`src/rtl/risc_pkg.sv`:
```
// Shared encodings for the 16-bit RISC control path: FSM states, opcodes, ALUOp codes
// and the control bundle. CTRL_ILLEGAL_TRAP_EN adds the TRAP state and the illegal strobe.
package risc_pkg;

  typedef enum logic [2:0] {
    S_FETCH  = 3'd0,
    S_DECODE = 3'd1,
    S_EXEC   = 3'd2,
    S_MEM    = 3'd3,
    S_WB     = 3'd4
`ifdef CTRL_ILLEGAL_TRAP_EN
    ,S_TRAP  = 3'd5
`endif
  } state_t;

  localparam logic [3:0] OP_LD  = 4'h0;
  localparam logic [3:0] OP_ST  = 4'h1;
  localparam logic [3:0] OP_BEQ = 4'hB;
  localparam logic [3:0] OP_BNE = 4'hC;
  localparam logic [3:0] OP_JMP = 4'hD;

  localparam logic [1:0] ALUOP_ADD   = 2'b00;
  localparam logic [1:0] ALUOP_SUB   = 2'b01;
  localparam logic [1:0] ALUOP_RTYPE = 2'b10;

  typedef struct packed {
    logic       mem_req;
    logic       mem_read;
    logic       mem_write;
    logic       ir_write;
    logic       pc_write;
    logic       pc_write_cond;
    logic       jump;
    logic       bne;
    logic       reg_write;
    logic       reg_dst;
    logic       mem_to_reg;
    logic       alu_src;
`ifdef CTRL_ILLEGAL_TRAP_EN
    logic       illegal;
`endif
    logic [1:0] aluop;
  } ctrl_t;

  function automatic logic is_rtype(input logic [3:0] op);
    return (op >= 4'h2) && (op <= 4'h9);
  endfunction

  function automatic logic is_illegal(input logic [3:0] op);
    return (op == 4'hA) || (op >= 4'hE);
  endfunction

endpackage

```
`src/rtl/ctrl_decode.sv`:
```
// Combinational decode of FSM state + latched opcode (+ mem_ready in FETCH) into the
// datapath control bundle. Builds with or without CTRL_ILLEGAL_TRAP_EN.
module ctrl_decode
  import risc_pkg::*;
(
  input  state_t     state,
  input  logic [3:0] opcode,
  input  logic       mem_ready,
  output ctrl_t      ctrl
);

  always_comb begin
    ctrl = '0;
    unique case (state)
      S_FETCH: begin
        ctrl.mem_req  = 1'b1;
        ctrl.mem_read = 1'b1;
        // IR and PC+2 are written only on the cycle the fetch completes.
        ctrl.ir_write = mem_ready;
        ctrl.pc_write = mem_ready;
      end
      S_DECODE: begin
        if (opcode == OP_JMP) begin
          ctrl.jump     = 1'b1;
          ctrl.pc_write = 1'b1;
        end
      end
      S_EXEC: begin
        if (is_rtype(opcode)) begin
          ctrl.aluop = ALUOP_RTYPE;
        end else if (opcode == OP_LD || opcode == OP_ST) begin
          ctrl.aluop   = ALUOP_ADD;
          ctrl.alu_src = 1'b1;
        end else begin
          ctrl.aluop         = ALUOP_SUB;
          ctrl.pc_write_cond = 1'b1;
          ctrl.bne           = (opcode == OP_BNE);
        end
      end
      S_MEM: begin
        ctrl.mem_req   = 1'b1;
        ctrl.mem_read  = (opcode == OP_LD);
        ctrl.mem_write = (opcode == OP_ST);
      end
      S_WB: begin
        ctrl.reg_write  = 1'b1;
        ctrl.reg_dst    = (opcode != OP_LD);
        ctrl.mem_to_reg = (opcode == OP_LD);
      end
`ifdef CTRL_ILLEGAL_TRAP_EN
      S_TRAP: ctrl.illegal = 1'b1;
`endif
      default: ctrl = '0;
    endcase
  end

endmodule

```
`src/rtl/multicycle_control.sv`:
```
// Multicycle main control FSM: state register, opcode latch and retired-instruction counter.
// CTRL_ILLEGAL_TRAP_EN: illegal opcodes trap (illegal port present) instead of acting as NOP.
module multicycle_control
  import risc_pkg::*;
#(
  parameter int CNT_W = 16
) (
  input  logic             clk,
  input  logic             rst,
  input  logic [15:0]      instr_in,
  input  logic             mem_ready,
  output logic [3:0]       Opcode,
  output logic [1:0]       ALUOp,
  output logic             mem_req,
  output logic             mem_read,
  output logic             mem_write,
  output logic             ir_write,
  output logic             pc_write,
  output logic             pc_write_cond,
  output logic             jump,
  output logic             bne,
  output logic             reg_write,
  output logic             reg_dst,
  output logic             mem_to_reg,
  output logic             alu_src,
`ifdef CTRL_ILLEGAL_TRAP_EN
  output logic             illegal,
`endif
  output logic [CNT_W-1:0] instr_count,
  output state_t           dbg_state
);

  // Memory handshake: mem_req stays high (with mem_read or mem_write) for as long as the
  // FSM sits in FETCH or MEM; the access completes on the first cycle mem_req && mem_ready.

  state_t     state, state_next;
  logic [3:0] opcode_q;
  ctrl_t      ctrl;

  // Only the opcode field of the fetched word is consumed by the control path.
  logic unused_instr_bits;
  assign unused_instr_bits = ^instr_in[11:0];

  always_comb begin
    state_next = state;
    unique case (state)
      S_FETCH:  state_next = mem_ready ? S_DECODE : S_FETCH;
      S_DECODE: begin
        if (opcode_q == OP_JMP) begin
          state_next = S_FETCH;
        end else if (is_illegal(opcode_q)) begin
`ifdef CTRL_ILLEGAL_TRAP_EN
          state_next = S_TRAP;
`else
          state_next = S_FETCH;
`endif
        end else begin
          state_next = S_EXEC;
        end
      end
      S_EXEC: begin
        if (is_rtype(opcode_q))                         state_next = S_WB;
        else if (opcode_q == OP_LD || opcode_q == OP_ST) state_next = S_MEM;
        else                                            state_next = S_FETCH;
      end
      S_MEM: begin
        if (!mem_ready)             state_next = S_MEM;
        else if (opcode_q == OP_LD) state_next = S_WB;
        else                        state_next = S_FETCH;
      end
      S_WB:     state_next = S_FETCH;
`ifdef CTRL_ILLEGAL_TRAP_EN
      S_TRAP:   state_next = S_TRAP;
`endif
      default:  state_next = S_FETCH;
    endcase
  end

  always_ff @(posedge clk) begin
    if (rst) begin
      state       <= S_FETCH;
      opcode_q    <= 4'h0;
      instr_count <= '0;
    end else begin
      state <= state_next;
      if (state == S_FETCH && mem_ready) opcode_q <= instr_in[15:12];
      // Retirement is any return to FETCH from another state.
      if (state_next == S_FETCH && state != S_FETCH) instr_count <= instr_count + 1'b1;
    end
  end

  ctrl_decode u_decode (
    .state     (state),
    .opcode    (opcode_q),
    .mem_ready (mem_ready),
    .ctrl      (ctrl)
  );

  assign Opcode        = opcode_q;
  assign ALUOp         = ctrl.aluop;
  assign mem_req       = ctrl.mem_req;
  assign mem_read      = ctrl.mem_read;
  assign mem_write     = ctrl.mem_write;
  assign ir_write      = ctrl.ir_write;
  assign pc_write      = ctrl.pc_write;
  assign pc_write_cond = ctrl.pc_write_cond;
  assign jump          = ctrl.jump;
  assign bne           = ctrl.bne;
  assign reg_write     = ctrl.reg_write;
  assign reg_dst       = ctrl.reg_dst;
  assign mem_to_reg    = ctrl.mem_to_reg;
  assign alu_src       = ctrl.alu_src;
`ifdef CTRL_ILLEGAL_TRAP_EN
  assign illegal       = ctrl.illegal;
`endif
  assign dbg_state     = state;

endmodule

```
`config.mk`:
```
export PLATFORM = sky130hd
export DESIGN_NAME = multicycle_control
export DESIGN_NICKNAME = d
export VERILOG_FILES = /design/src/rtl/risc_pkg.sv /design/src/rtl/ctrl_decode.sv /design/src/rtl/multicycle_control.sv
export SDC_FILE = /design/constraint.sdc
export NUM_CORES = 1
export LEC_CHECK = 0
export BUFFER_PORTS_ARGS = -buffer_cell sky130_fd_sc_hd__buf_2
export CORE_MARGIN = 4
export CORE_UTILIZATION = 30
export DETAILED_ROUTE_END_ITERATION = 6
export GPL_ROUTABILITY_DRIVEN = 0
export PLACE_DENSITY = 0.52
export RECOVER_POWER = 50
export SETUP_SLACK_MARGIN = 0.3
export SYNTH_ARGS = -nofsm -noshare
export SYNTH_HDL_FRONTEND = slang
export SYNTH_SLANG_ARGS = --single-unit
```
`constraint.sdc`:
```
create_clock -name clk -period 1.9 [get_ports clk]
set_clock_uncertainty 0.1 [all_clocks]
set_input_delay 0.38 -clock clk [delete_from_list [all_inputs] [get_ports clk]]
set_output_delay 0.38 -clock clk [all_outputs]
set_load 0.01 [all_outputs]
```
== Word level (Yosys, flattened, before mapping) ==
Index checks and enable logic that the tools add are counted.
Widths: inputs -> output; s select.
Operators by class
  $add $sub $neg: 1
  magnitude comparators: 3
  eq/ne operators: 8
  mux-type cells: 26
  reductions and logical operators: 10
Operators by type and width (count)
  $add 16x1->16 const B: 1
  $mux 3: 5
  $mux 1: 14
  $eq 4x4->1 const B: 3
  $pmux 3 s4: 1
  $mux 2: 4
  $eq 3x2->1 const B: 2
  $logic_not 3->1: 2
  $eq 4x1->1 const B: 1
  $ge 4x2->1 const B: 1
  $ge 4x4->1 const B: 1
  $le 4x4->1 const B: 1
  $logic_not 4->1: 1
  $pmux 2 s2: 1
  $reduce_bool 4->1: 1
  $eq 3x1->1 const B: 1
  $eq 3x3->1 const B: 1
  $logic_and 1x1->1: 3
  $reduce_bool 3->1: 1
  $logic_or 1x1->1: 2
  $pmux 1 s2: 1
Word-level totals
  register bits after elaboration: 23
  input bits: 19
  logic and storage cells: 51

== Longest topological paths before layout ==
  word-level depth: 7
  mapped depth: 6
  mapped depth without buffers: 5

== Hierarchy ==
A second synthesis with hierarchy kept.
Unflattened totals
  cell total of the unflattened synthesis: 154
  area total of the unflattened synthesis: 1323.8 µm²
By module, submodules not included
  multicycle_control: instances 1, cells each 130, area an instance 1148.6 µm²
  ctrl_decode: instances 1, cells each 24, area an instance 175.2 µm²

== Worst setup path before layout ==
Ideal clock, no wire load.
  kind: register to output
  start: reg state[0] (netlist: dbg_state[0])
  end: out pc_write
  arrival time: 1580 ps
  data required time: 1420 ps
  path slack: -160 ps
  stages on the path, launching flop included: 5
  cell sequence: dfxtp_1 > clkbuf_1 > or2_2 > nor3b_2 > or2_2
On the way
  longest elaborated chain between the ends: 2
RTL lines
  start: declaration: RTL line multicycle_control.sv:36  | state_t state, state_next;
  start signal: assignment: RTL line multicycle_control.sv:85  | state <= state_next;
  $eq 3x1->1 or $logic_not 3->1 (tied branches): RTL line ctrl_decode.sv:14  | unique case (state)
  $pmux 1 s2 *: RTL line ctrl_decode.sv:14
  end: declaration: RTL line multicycle_control.sv:18  | output logic pc_write,
Every way passes the cells marked *; elsewhere a longest branch is shown, timed or not.

== Worst setup path after layout ==
  start: reg opcode_q[2] (netlist: Opcode[2])
  end: out mem_write
On the way
  longest elaborated chain between the ends: 2
RTL lines
  start: declaration: RTL line multicycle_control.sv:37  | logic [3:0] opcode_q;
  start signal: assignment: RTL line multicycle_control.sv:86  | if (state == S_FETCH && mem_ready) opcode_q <= instr_in[15:12];
  $eq 4x1->1: RTL line ctrl_decode.sv:43  | ctrl.mem_write = (opcode == OP_ST);
  $mux 1: RTL line ctrl_decode.sv:14
  end: declaration: RTL line multicycle_control.sv:16  | output logic mem_write,
No other way between the ends.

==> results.json <==
{
  "syn-num-nets": 189,
  "tritoncts_clock_tree": "done",
  "cts-root-to-sink-buffers": 2,
  "number_of_enable_flip_flop_cells_after_synthesis": 0,
  "netlist-cell-type-count": 40,
  "final_net_count": 283,
  "powerDensity_mw_per_mm2": 535,
  "worstPathMaxFanout": 4,
  "final_min_period_over_clock_period": 1.06,
  "ant_nets": 0,
  "slew-limit-headroom": 0.688,
  "worst_slew_pin_slew_ns": 0.468,
  "die_ht_um": 77.8,
  "shortest_clock_period_the_worst_path_allows_after_layout_ns": 2.01,
  "detailedPlacementHpwl_um": 2680,
  "dominantRegCellSynth": "sky130_fd_sc_hd__dfxtp_1",
  "cell_internal_pwr_mw": 1.00,
  "floorplan.die_area_mm2": 0.00605,
  "vias_per_cell": 4.91,
  "failing_checks": "negative setup slack",
  "grt.total_usage": 0.143,
  "worstSetupPathType": "flop to primary output",
  "finalWirelength_um": 4970,
  "swShare": 0.315,
  "arrival_time_at_the_worst_endpoint_ns": 1.53,
  "synth-adder-area-share": 0.00857,
  "synth_top_family_by_area": "simple AND/OR/NAND/NOR gates",
  "max_freq_mhz": 497,
  "fillers": 385,
  "synth_area_leaders": "sky130_fd_sc_hd__dfxtp_1 (32%), sky130_fd_sc_hd__mux2_2 (9.3%), sky130_fd_sc_hd__nor2_1 (5.9%)",
  "synth_xor_xnor_area_share": 0,
  "critical_path.endpoint_type": "primary output",
  "asyncSetResetFlopFracSynth": 0,
  "total_power_mw": 1.46,
  "yosysSeqAreaShare": 0.315,
  "fin_util": 0.579,
  "power.share.sequential": 0.358,
  "setup_repair_after_global_routing_missed_its_margin": "yes",
  "max-vdd-ir-drop_uv": 387,
  "worst_path_max_delay_cell": "sky130_fd_sc_hd__or3_4",
  "synth_largest_area_cell": "sky130_fd_sc_hd__dfxtp_1",
  "placement.io_buffers": 43,
  "postLayoutCellArea_mm2": 0.00273,
  "synthesis.area_per_instance_um2": 8.64,
  "finalHoldViolCount": 0,
  "cp_slowest_stage_delay_ns": 0.42,
  "setup_tns_ns": -0.799,
  "antenna-diode-count": 0,
  "worstSetupStartpointType": "flop",
  "die_x_um": 77.8,
  "overflow": 0,
  "synthesis.area_mm2": 0.00146,
  "root_buffer": "sky130_fd_sc_hd__clkbuf_8",
  "num_vias": 1617,
  "first_iter_violations": 91,
  "clock_transition_at_the_registers_of_the_reported_paths_ns": 0.09,
  "flow.area_growth_from_synthesis_pct": 87.2,
  "grt_pass1_vias": 1493,
  "cts_made_buffers": 3,
  "max_cap_violations": 0,
  "remaining_drc_errors": 0,
  "power_frac_clock": 0.218,
  "worstPathCellList": "buf_6 > or3_4 > nor4b_2 > buf_2",
  "netlist_instances": 169,
  "synthesized_area_fraction_occupied_by_ao_oa_aoi_and_oai_cells": 0.106,
  "area_share_of_and_or_nand_nor_cells_after_synthesis": 0.389,
  "routed_wire_length_per_instance_um": 15.1,
  "status": "finished with violations",
  "initial_antenna_violation_count": 0,
  "post_cts_hold_buffer_count": 0,
  "share_comb_of_total_power": 0.425,
  "dpl_cell_area_mm2": 0.00197,
  "layout_cells_sized_above_1": 0.641,
  "drv_slew": 0,
  "yosys_register_bits": 23,
  "clock_latency_ns": 0.27,
  "synth_largest_type_area_fraction": 0.315,
  "initial_utilization": 0.309,
  "synth_warnings": 0,
  "p_leak_nw": 1.14,
  "drtPass1Iterations": 4,
  "setup-violations-final": 19,
  "fin_ws_ns": -0.112,
  "hold_slack_ns": 0.243,
  "core_area_mm2": 0.00472,
  "netSwitchingPower_mw": 0.461,
  "ios": 56,
  "path_class_of_the_lowest_slack_min_delay_path": "input pin to flop",
  "synth_common_cells": "sky130_fd_sc_hd__dfxtp_1 (23), sky130_fd_sc_hd__nor2_1 (23), sky130_fd_sc_hd__mux2_2 (12), sky130_fd_sc_hd__nor2b_1 (12), sky130_fd_sc_hd__nor4b_1 (9)",
  "h_tree_level_count": 1,
  "worstPathRequired_ns": 1.42,
  "grt_max_degree": 30,
  "grt_first_pass_wirelength_um": 7190,
  "cts.sink_count": 23,
  "rows": 25,
  "synth_mux_area_frac": 0.134
}
-- power groups by stage --
stage	logic [mW]	clock network, mW	registers [mW]
CTS	0.506	0.324	0.522
detailed placement	0.320	0	0.536
finish	0.620	0.318	0.523
global route	0.655	0.348	0.527
floorplan	0.196	0	0.541
global placement	0.318	0	0.536
-- worst max-delay path, delay by kind of cell, from the launching register on --
kind	cells	cell delay [ns]
AND/OR/NAND/NOR	2	0.62
flip-flops	1	0.37
buffers and inverters	2	0.27
-- placed cells by master, fill, tap and decap left out, types with 4 or more instances in the layout --
master	n
sky130_fd_sc_hd__buf_6	24
sky130_fd_sc_hd__nor2b_1	11
sky130_fd_sc_hd__nand2_1	7
sky130_fd_sc_hd__nand4_1	4
sky130_fd_sc_hd__nor2_1	19
sky130_fd_sc_hd__nor2_2	4
sky130_fd_sc_hd__mux2_2	7
sky130_fd_sc_hd__mux2_4	5
sky130_fd_sc_hd__or4_4	4
sky130_fd_sc_hd__mux2i_1	6
sky130_fd_sc_hd__buf_2	40
sky130_fd_sc_hd__a21oi_2	4
sky130_fd_sc_hd__dfxtp_1	13
sky130_fd_sc_hd__dfxtp_4	6
sky130_fd_sc_hd__buf_4	29
sky130_fd_sc_hd__nor4b_4	8
sky130_fd_sc_hd__dfxtp_2	4
sky130_fd_sc_hd__nand3_1	6
-- layer usage --
layer | track usage | up-vias | routed length, µm
met5 | 0 | - | 0
met4 | 0.0178 | 0 | 38
met3 | 0.0348 | 4 | 210
met2 | 0.247 | 35 | 2450
met1 | 0.183 | 767 | 2270
li1 | - | 811 | -
-- cells by family (layout without fill, tap and decap cells) --
group | count (synthesis) | count (layout)
DFF | 23 | 23
AOI/OAI and AO/OA | 18 | 18
adders and majority gates | 1 | 1
muxes | 18 | 18
and+or+nand+nor | 96 | 96
buffers and inverters | 13 | 106
-- state kept, by name, summed over array words and instances (netlist names) --
register     flops
Opcode           4
dbg_state        3
instr_count     16
-- path summary, 6_finish.rpt --
kind              depth (start not counted)  slack (ns)              end            from
setup / recovery                          4       -0.11        mem_write       Opcode[2]
hold / removal                            3        0.24        Opcode[3]    instr_in[15]
setup reg to reg                          7       -0.07  instr_count[10]       Opcode[0]
hold reg to reg                           2        0.41   instr_count[1]  instr_count[1]
-- metrics by stage --
step / cells / setup slack (ns)
detailed placement: 292 / -0.0476
CTS: 319 / -0.117
global route: 329 / -0.172
global placement: 292 / -0.0310
floorplan: 169 / 0.0672
finish: 329 / -0.112
-- repair_timing --
action / CTS / global route
setup endpoints to repair: 34 / 34
buffers inserted: 21 / 8
cloned: 2 / 2
gates resized for setup: 46 / 34
endpoints found under the hold margin: 0 / 0
pin swaps: 20 / 18
-- layout make-up --
class / count / area [µm²] / area share
clock buffer: 4 / 45.0 / 0.0165
inverter: 2 / 7.51 / 0.00275
multi-input combinational: 133 / 1270 / 0.465
sequential: 23 / 488 / 0.178
tap: 67 / 83.8 / 0.0307
timing repair buffer: 100 / 837 / 0.306
Power figures use the tool's default switching activity.
